==> config.mk <==
export PLATFORM = sky130hd
export DESIGN_NAME = uart_dac_cmd_rx
export DESIGN_NICKNAME = d
export VERILOG_FILES = /design/src/rtl/uart_dac_cmd_rx.sv
export SDC_FILE = /design/constraint.sdc
export NUM_CORES = 1
export LEC_CHECK = 0
export CAP_MARGIN = 20
export CORE_ASPECT_RATIO = 1.2
export CORE_UTILIZATION = 50
export DETAILED_ROUTE_END_ITERATION = 8
export PLACE_DENSITY = 0.66
export SYNTH_ARGS = -nofsm -noshare
export SYNTH_HDL_FRONTEND = slang
export SYNTH_SLANG_ARGS = --single-unit
==> constraint.sdc <==
create_clock -name clk -period 7.3 [get_ports clk]
set_input_delay 1.095 -clock clk [delete_from_list [all_inputs] [get_ports clk]]
set_output_delay 1.095 -clock clk [all_outputs]
set_load 0.005 [all_outputs]
==> src/rtl/uart_dac_cmd_rx.sv <==
// uart_dac_cmd_rx: UART receiver plus "DAC:dddd\n" line parser driving a DAC.
// Bytes are deserialised from uart_rx and parsed into a decimal value that is
// presented on dac_data with a one-cycle dac_valid strobe; bad lines pulse cmd_err.
// Optional build macro: UART_RX_PARITY_EN selects 8E1 frames (even parity);
// when it is undefined the receiver is plain 8N1 with no parity logic.
module uart_dac_cmd_rx #(
    parameter int CLK_FRE   = 50,       // system clock in MHz
    parameter int UART_RATE = 115200,   // baud rate
    parameter int DAC_W     = 12        // dac_data width
) (
    input  logic             clk,
    input  logic             rst,
    input  logic             uart_rx,
    output logic [DAC_W-1:0] dac_data,
    output logic             dac_valid,
    output logic             cmd_err
);

    localparam int          BIT_CYC = CLK_FRE * 1_000_000 / UART_RATE;
    localparam int          HALF    = BIT_CYC / 2;
    localparam int          CNT_W   = $clog2(BIT_CYC + 1);
    localparam int unsigned DAC_MAX = (1 << DAC_W) - 1;

    localparam logic [7:0] CH_LF  = 8'h0A;
    localparam logic [7:0] CH_CR  = 8'h0D;
    localparam logic [7:0] CH_D   = 8'h44;
    localparam logic [7:0] CH_A   = 8'h41;
    localparam logic [7:0] CH_C   = 8'h43;
    localparam logic [7:0] CH_COL = 8'h3A;
    localparam logic [7:0] CH_0   = 8'h30;
    localparam logic [7:0] CH_9   = 8'h39;

    // ------------------------------------------------------------------
    // Input synchroniser and falling-edge detect
    // ------------------------------------------------------------------
    logic rx_meta, rx_sync, rx_prev;
    logic rx_fall;

    // Two flops bring uart_rx into the clk domain; a third remembers the last synced level.
    always_ff @(posedge clk or posedge rst) begin
        if (rst) begin
            rx_meta <= 1'b1;
            rx_sync <= 1'b1;
            rx_prev <= 1'b1;
        end else begin
            rx_meta <= uart_rx;
            rx_sync <= rx_meta;
            rx_prev <= rx_sync;
        end
    end

    assign rx_fall = rx_prev & ~rx_sync;

    // ------------------------------------------------------------------
    // Bit-level receive FSM
    // ------------------------------------------------------------------
    typedef enum logic [2:0] {
        B_IDLE  = 3'd0,
        B_START = 3'd1,
        B_DATA  = 3'd2,
        B_STOP  = 3'd3,
`ifdef UART_RX_PARITY_EN
        B_WAIT  = 3'd4,
        B_PAR   = 3'd5
`else
        B_WAIT  = 3'd4
`endif
    } bit_state_t;

    bit_state_t       b_st, b_nxt;
    logic [CNT_W-1:0] cnt;
    logic [2:0]       bit_idx;
    logic [7:0]       shreg;
    logic             half_tick, bit_tick;
    logic             smp_start, smp_data, smp_stop;
    logic             stop_done, stop_bit;
    logic             par_bad;
    logic             byte_stb, frame_err;
    logic [7:0]       byte_data;

    assign half_tick = (cnt == CNT_W'(HALF - 1));
    assign bit_tick  = (cnt == CNT_W'(BIT_CYC - 1));
    assign byte_data = shreg;

    // Bit FSM state register.
    always_ff @(posedge clk or posedge rst) begin
        if (rst) b_st <= B_IDLE;
        else     b_st <= b_nxt;
    end

    // Bit FSM next state: start qualified at mid-bit, LSB-first data, optional parity, stop.
    always_comb begin
        b_nxt = b_st;
        case (b_st)
            B_IDLE:  if (rx_fall) b_nxt = B_START;
            B_START: if (half_tick) b_nxt = rx_sync ? B_IDLE : B_DATA;
`ifdef UART_RX_PARITY_EN
            B_DATA:  if (bit_tick && bit_idx == 3'd7) b_nxt = B_PAR;
            B_PAR:   if (bit_tick) b_nxt = B_STOP;
`else
            B_DATA:  if (bit_tick && bit_idx == 3'd7) b_nxt = B_STOP;
`endif
            // A low stop bit means the line may still be low: wait for idle before rearming.
            B_STOP:  if (bit_tick) b_nxt = rx_sync ? B_IDLE : B_WAIT;
            B_WAIT:  if (rx_sync) b_nxt = B_IDLE;
            default: b_nxt = B_IDLE;
        endcase
    end

    // Bit FSM outputs: which sample point is being taken this cycle.
    always_comb begin
        smp_start = 1'b0;
        smp_data  = 1'b0;
        smp_stop  = 1'b0;
        case (b_st)
            B_START: smp_start = half_tick;
            B_DATA:  smp_data  = bit_tick;
            B_STOP:  smp_stop  = bit_tick;
            default: ;
        endcase
    end

    // Bit timer, data shifter and stop-bit capture.
    always_ff @(posedge clk or posedge rst) begin
        if (rst) begin
            cnt       <= '0;
            bit_idx   <= 3'd0;
            shreg     <= 8'd0;
            stop_done <= 1'b0;
            stop_bit  <= 1'b1;
        end else begin
            // Timer restarts on every state change and every bit boundary; parked when idle.
            if (b_st == B_IDLE || b_st == B_WAIT || b_nxt != b_st || bit_tick)
                cnt <= '0;
            else
                cnt <= cnt + CNT_W'(1);
            if (smp_start)
                bit_idx <= 3'd0;
            if (smp_data) begin
                shreg   <= {rx_sync, shreg[7:1]};
                bit_idx <= bit_idx + 3'd1;
            end
            stop_done <= smp_stop;
            if (smp_stop)
                stop_bit <= rx_sync;
        end
    end

`ifdef UART_RX_PARITY_EN
    logic smp_par;
    assign smp_par = (b_st == B_PAR) && bit_tick;

    // Even parity: the received parity bit must equal the XOR of the data bits.
    always_ff @(posedge clk or posedge rst) begin
        if (rst)          par_bad <= 1'b0;
        else if (smp_par) par_bad <= (^shreg) ^ rx_sync;
    end
`else
    assign par_bad = 1'b0;
`endif

    // Byte strobe or frame error, one cycle after the stop bit was captured.
    always_ff @(posedge clk or posedge rst) begin
        if (rst) begin
            byte_stb  <= 1'b0;
            frame_err <= 1'b0;
        end else begin
            byte_stb  <= stop_done &  stop_bit & ~par_bad;
            frame_err <= stop_done & (~stop_bit | par_bad);
        end
    end

    // ------------------------------------------------------------------
    // Line parser FSM
    // ------------------------------------------------------------------
    typedef enum logic [2:0] {
        P0     = 3'd0,
        P1     = 3'd1,
        P2     = 3'd2,
        P3     = 3'd3,
        P_DIG  = 3'd4,
        P_DISC = 3'd5
    } parse_state_t;

    parse_state_t p_st, p_nxt;
    logic [13:0]  acc;        // up to 9999 before range check
    logic [13:0]  acc_next;
    logic [2:0]   ndig;
    logic         is_digit, is_lf, line_ok;
    logic         accept, reject, dig_en;

    assign is_digit = (byte_data >= CH_0) && (byte_data <= CH_9);
    // acc*10 + digit; acc is at most 999 whenever a digit is accumulated, so no overflow.
    assign acc_next = {acc[10:0], 3'b000} + {acc[12:0], 1'b0} + {10'd0, byte_data[3:0]};

    // Parser state register.
    always_ff @(posedge clk or posedge rst) begin
        if (rst) p_st <= P0;
        else     p_st <= p_nxt;
    end

    // Parser next state: match the "DAC:" prefix, collect digits, resync on '\n'.
    always_comb begin
        p_nxt = p_st;
        if (frame_err) begin
            p_nxt = P_DISC;
        end else if (byte_stb) begin
            case (p_st)
                P0: begin
                    if (byte_data == CH_D)
                        p_nxt = P1;
                    else if (byte_data != CH_LF && byte_data != CH_CR)
                        p_nxt = P_DISC;
                end
                P1:     p_nxt = (byte_data == CH_A)   ? P2    : P_DISC;
                P2:     p_nxt = (byte_data == CH_C)   ? P3    : P_DISC;
                P3:     p_nxt = (byte_data == CH_COL) ? P_DIG : P_DISC;
                P_DIG: begin
                    if (is_digit)
                        p_nxt = (ndig == 3'd4) ? P_DISC : P_DIG;
                    else if (byte_data == CH_LF)
                        p_nxt = P0;
                    else if (byte_data != CH_CR)
                        p_nxt = P_DISC;
                end
                P_DISC: if (byte_data == CH_LF) p_nxt = P0;
                default: p_nxt = P0;
            endcase
        end
    end

    // Parser outputs: accept/reject decision on '\n' and digit accumulate enable.
    always_comb begin
        is_lf   = byte_stb && (byte_data == CH_LF);
        line_ok = (ndig != 3'd0) && (32'(acc) <= DAC_MAX);
        accept  = 1'b0;
        reject  = 1'b0;
        dig_en  = 1'b0;
        case (p_st)
            P_DIG: begin
                accept = is_lf &&  line_ok;
                reject = is_lf && !line_ok;
                dig_en = byte_stb && is_digit && (ndig != 3'd4);
            end
            P_DISC:  reject = is_lf;
            default: ;
        endcase
    end

    // Accumulator, digit count and registered result strobes.
    always_ff @(posedge clk or posedge rst) begin
        if (rst) begin
            acc       <= 14'd0;
            ndig      <= 3'd0;
            dac_data  <= '0;
            dac_valid <= 1'b0;
            cmd_err   <= 1'b0;
        end else begin
            dac_valid <= accept;
            cmd_err   <= reject;
            if (accept)
                dac_data <= acc[DAC_W-1:0];
            // Any entry to (or stay in) P0 starts the next line from a clean accumulator.
            if (p_nxt == P0) begin
                acc  <= 14'd0;
                ndig <= 3'd0;
            end else if (dig_en) begin
                acc  <= acc_next;
                ndig <= ndig + 3'd1;
            end
        end
    end

endmodule
==> flow_results.org <==
** Route
- Post-DRT Antenna Nets :: 0
- The detailed router finished its first iteration with 184 violations.
- After detailed routing, the total wire length is 6.89 mm.
- First-pass detailed-route iteration total :: 4
- After detailed routing, the number of vias per cell comes to 5.63.
- Routed wire length per instance :: 14.1 um
- DR DRC count :: 0
- Via count of the routed design :: approximately 2700

** Yosys
- After synthesis the netlist holds a flip-flop and latch count of 64.
- Mapped Avg Cell Area :: around 9.5 um^2
- Dominant register cell in the synthesized netlist :: dfrtp_1
- Asr flop ratio synth :: 100%
- In this run the cell area of the synthesized design comes to 3640 um^2.
- Sequential elements use 44.1% of the synthesized area.
- Count of warnings emitted by yosys :: 0
- The synthesized design contains 0 enable-type register cells.
- Number of distinct standard cells referenced by the synthesized netlist :: 58
- Counting every net in the synthesized netlist gives ~420.
- The cell count after synthesis came out at 383.

** Global route
- Global routing finished with a remaining overflow of 0.
- The via count of the first global-routing pass came to 2586.
- The first global-routing pass estimated 11.8 mm of wire.
- Global routing consumed, over all layers together, 20.1% of the routing resources.
- The initial antenna violation count was 0.
- Pin count of the biggest net entering global routing :: 65

** Place
- Once placement finished, the instance area stood at 3820 um^2.
- At the end of routability-driven placement, the weighted congestion stood at 0.806.
- HPWL after detailed placement :: 4.90 mm
- During placement, the flow inserted port buffers numbering 16.

** Setup path
- Across all register-to-register paths, the minimum setup slack is around 4.6 ns.
- The worst setup path is captured at a flip-flop.
- R2r endpoint :: acc[13]
- Element type at the critical path start :: flip-flop
- Data arrives at the worst endpoint at 2.99 ns.
- Critical setup path kind :: flip-flop to flip-flop
- Worst Path Max Fanout :: 10
- Startpoint of the most critical register-to-register path :: byte_data[3]
- Number of cells on the worst reg-to-reg path :: 8
- Tracing the worst setup path back leads to its startpoint at byte_data[3].
- Data on the critical path is required at its endpoint by 7.56 ns.

** STA
- Relative slew slack :: a little under a third
- Setup violations remaining at the end of the flow were counted as 0.
- RSZ-0062 raised after global routing :: no
- The number of hold violations in the final report was 0.
- Sum Neg Setup Slack :: 0 ns
- The number of max-slew violations in the final report came to 0.
- Worst Max-Slew Pin Slew :: 1.01 ns
- After layout, the worst path uses a little under two fifths of the clock period.
- Min Clock Period, post-route :: roughly 2.7 ns
- The clock arrives with ~0.012 ns of skew.
- For this run, the top clock speed supported by timing is 366 MHz.

** Floorplan
- Floorplan die height :: 95.5 um
- Number of top-level pins :: 17
- Measured along the x axis, the die boundary spans between 70 and 80 um.
- The floorplan has 33 rows.
- The initial utilization of the core area, before any placement, comes to between 50% and 60%.
- The die covers 7630 um^2.
- The total area inside the core boundary comes to 6940 um^2.

** Layout
- Layout cells sized above 1 :: 8.75%
- The area growth from synthesis to layout is 11.1%.
- Layout net count :: 429
- The repair_antennas step left the layout with diodes totalling 0.
- Layout Cell Area excl Fill :: around 4000 um^2

** CTS
- CTS Hold Bufs :: 0
- Total setup buffers inserted after CTS :: 0
- TritonCTS built the clock tree.
- Worst skew pair latency :: 0.34 ns
- Clk sinks :: 64
- Clk pin slew, worst setup/hold paths :: 0.08 ns
- Cells resized by post-CTS repair :: 0
- CTS Buffer Depth :: 2
- Num CTS Buffers :: 9
- Clock tree root buffer cell :: clkbuf_8
- Number of levels the H-tree was split into :: 3

** Hold path
- Number of cells on the worst hold path :: 0
- In this run the worst hold path is classified as flip-flop to flip-flop.
- Worst Min Path Start :: rx_meta
- The worst hold path terminates at rx_sync.

** Flow run
- Across the run, the number of max-cap violations was 0.

** Pwr
- Pleak :: 1.87 nW
- Power Density :: 193 nW/um^2
- Worst voltage drop across the vdd grid :: between 0.1 and 0.15 mV

** Status
- Run status :: finished, final reports clean
[worst max path at each step]
stage / endpoint / slack, ns / depth (start not counted)
6_report: acc[13] / 4.57 / 8
5_1_grt: acc[13] / 4.32 / 8
4_1_cts: acc[13] / 4.57 / 8
3_5_place_dp: acc[12] / 4.60 / 8
3_3_place_gp: acc[13] / 4.65 / 8
2_1_floorplan: acc[0] / 4.61 / 1
[cell usage after synthesis (4+ instances only)]
master	count	area share, %
nand2_1	68	7.0
xor2_1	5	1.2
nor2b_1	7	1.2
mux2_2	7	2.2
inv_1	19	2.0
nor4bb_1	4	1.1
a211oi_1	6	1.2
dfrtp_1	60	41
nand3_1	11	1.5
nor2_1	35	3.6
dfstp_2	4	2.9
nand4_1	6	1.0
a21oi_1	22	3.0
xnor2_1	11	2.6
nor3_1	6	0.83
clkbuf_1	6	0.62
ha_1	29	10
o21ai_0	12	1.7
[critical path, cell delays in order, from the launching register on]
cell and delay, ns:
dfrtp_1 0.48, fa_1 0.53, ha_1 0.32, a211oi_1 0.41
o21ai_0 0.23, a221oi_1 0.33, xnor2_1 0.16, nand2_1 0.07
a21oi_1 0.14
[stage by stage]
step / hold WS [ns] / utilization, % / std cells / setup WS, ns / power (mW)
2_1_floorplan: 0.345 / - / 383 / 4.61 / 0.431
3_3_place_gp: 0.350 / 55.1 / 471 / 4.65 / 0.443
3_5_place_dp: 0.348 / 55.1 / 471 / 4.60 / 0.446
4_1_cts: 0.362 / 58.3 / 487 / 4.57 / 0.788
5_1_grt: 0.367 / 58.3 / 487 / 4.32 / 0.813
6_report: 0.361 / 58.3 / 487 / 4.57 / 0.781
[power by group]
group	internal (mW)	total, mW	switching (mW)
sequential	0.370	0.389	0.0189
combinational	0.0220	0.0496	0.0275
clock	0.211	0.342	0.131
[area by class of cell]
cell class,count,area (um^2)
Multi-Input combinational cell,283,1860
Clock buffer,13,159
Fill cell,594,2890
Sequential cell,64,1610
Inverter,19,71.3
Tap cell,87,109
Clock inverter,3,65.1
Timing Repair Buffer,18,175
[metal layers]
layer | global-route usage, % | wire length, um
met1 | 25.3 | 3170
met2 | 33.8 | 3380
met3 | 3.54 | 198
met4 | 8.78 | 136
met5 | 0 | 0
[registers in the layout (all words and copies together) (netlist names), 3 cells and up]
name	flops
bit_idx	3
dac_data	12
cnt	9
b_st	3
p_st	3
acc	14
ndig	3
byte_data	8
[logic make-up (layout without fill, tap and decap cells)]
group	after synthesis	count (layout)	synth area share [%]
flops	64	64	44.1
buf+inv	36	53	4.85
fa+ha+maj	31	31	11.1
compound gates	67	67	12.2
xor+xnor	16	16	3.85
simple gates	161	161	21.5
mux	8	8	2.44
[placed cells by master (no fill, tap or decap), types with 11 or more instances in the layout]
cell	netlist	routed
a21oi_1	22	22
clkbuf_8	0	11
clkdlybuf4s50_1	0	16
dfrtp_1	60	60
ha_1	29	29
inv_1	19	18
nand2_1	68	68
nand3_1	11	11
nor2_1	35	35
o21ai_0	12	12
xnor2_1	11	11
(Power assumes the default switching activity.)
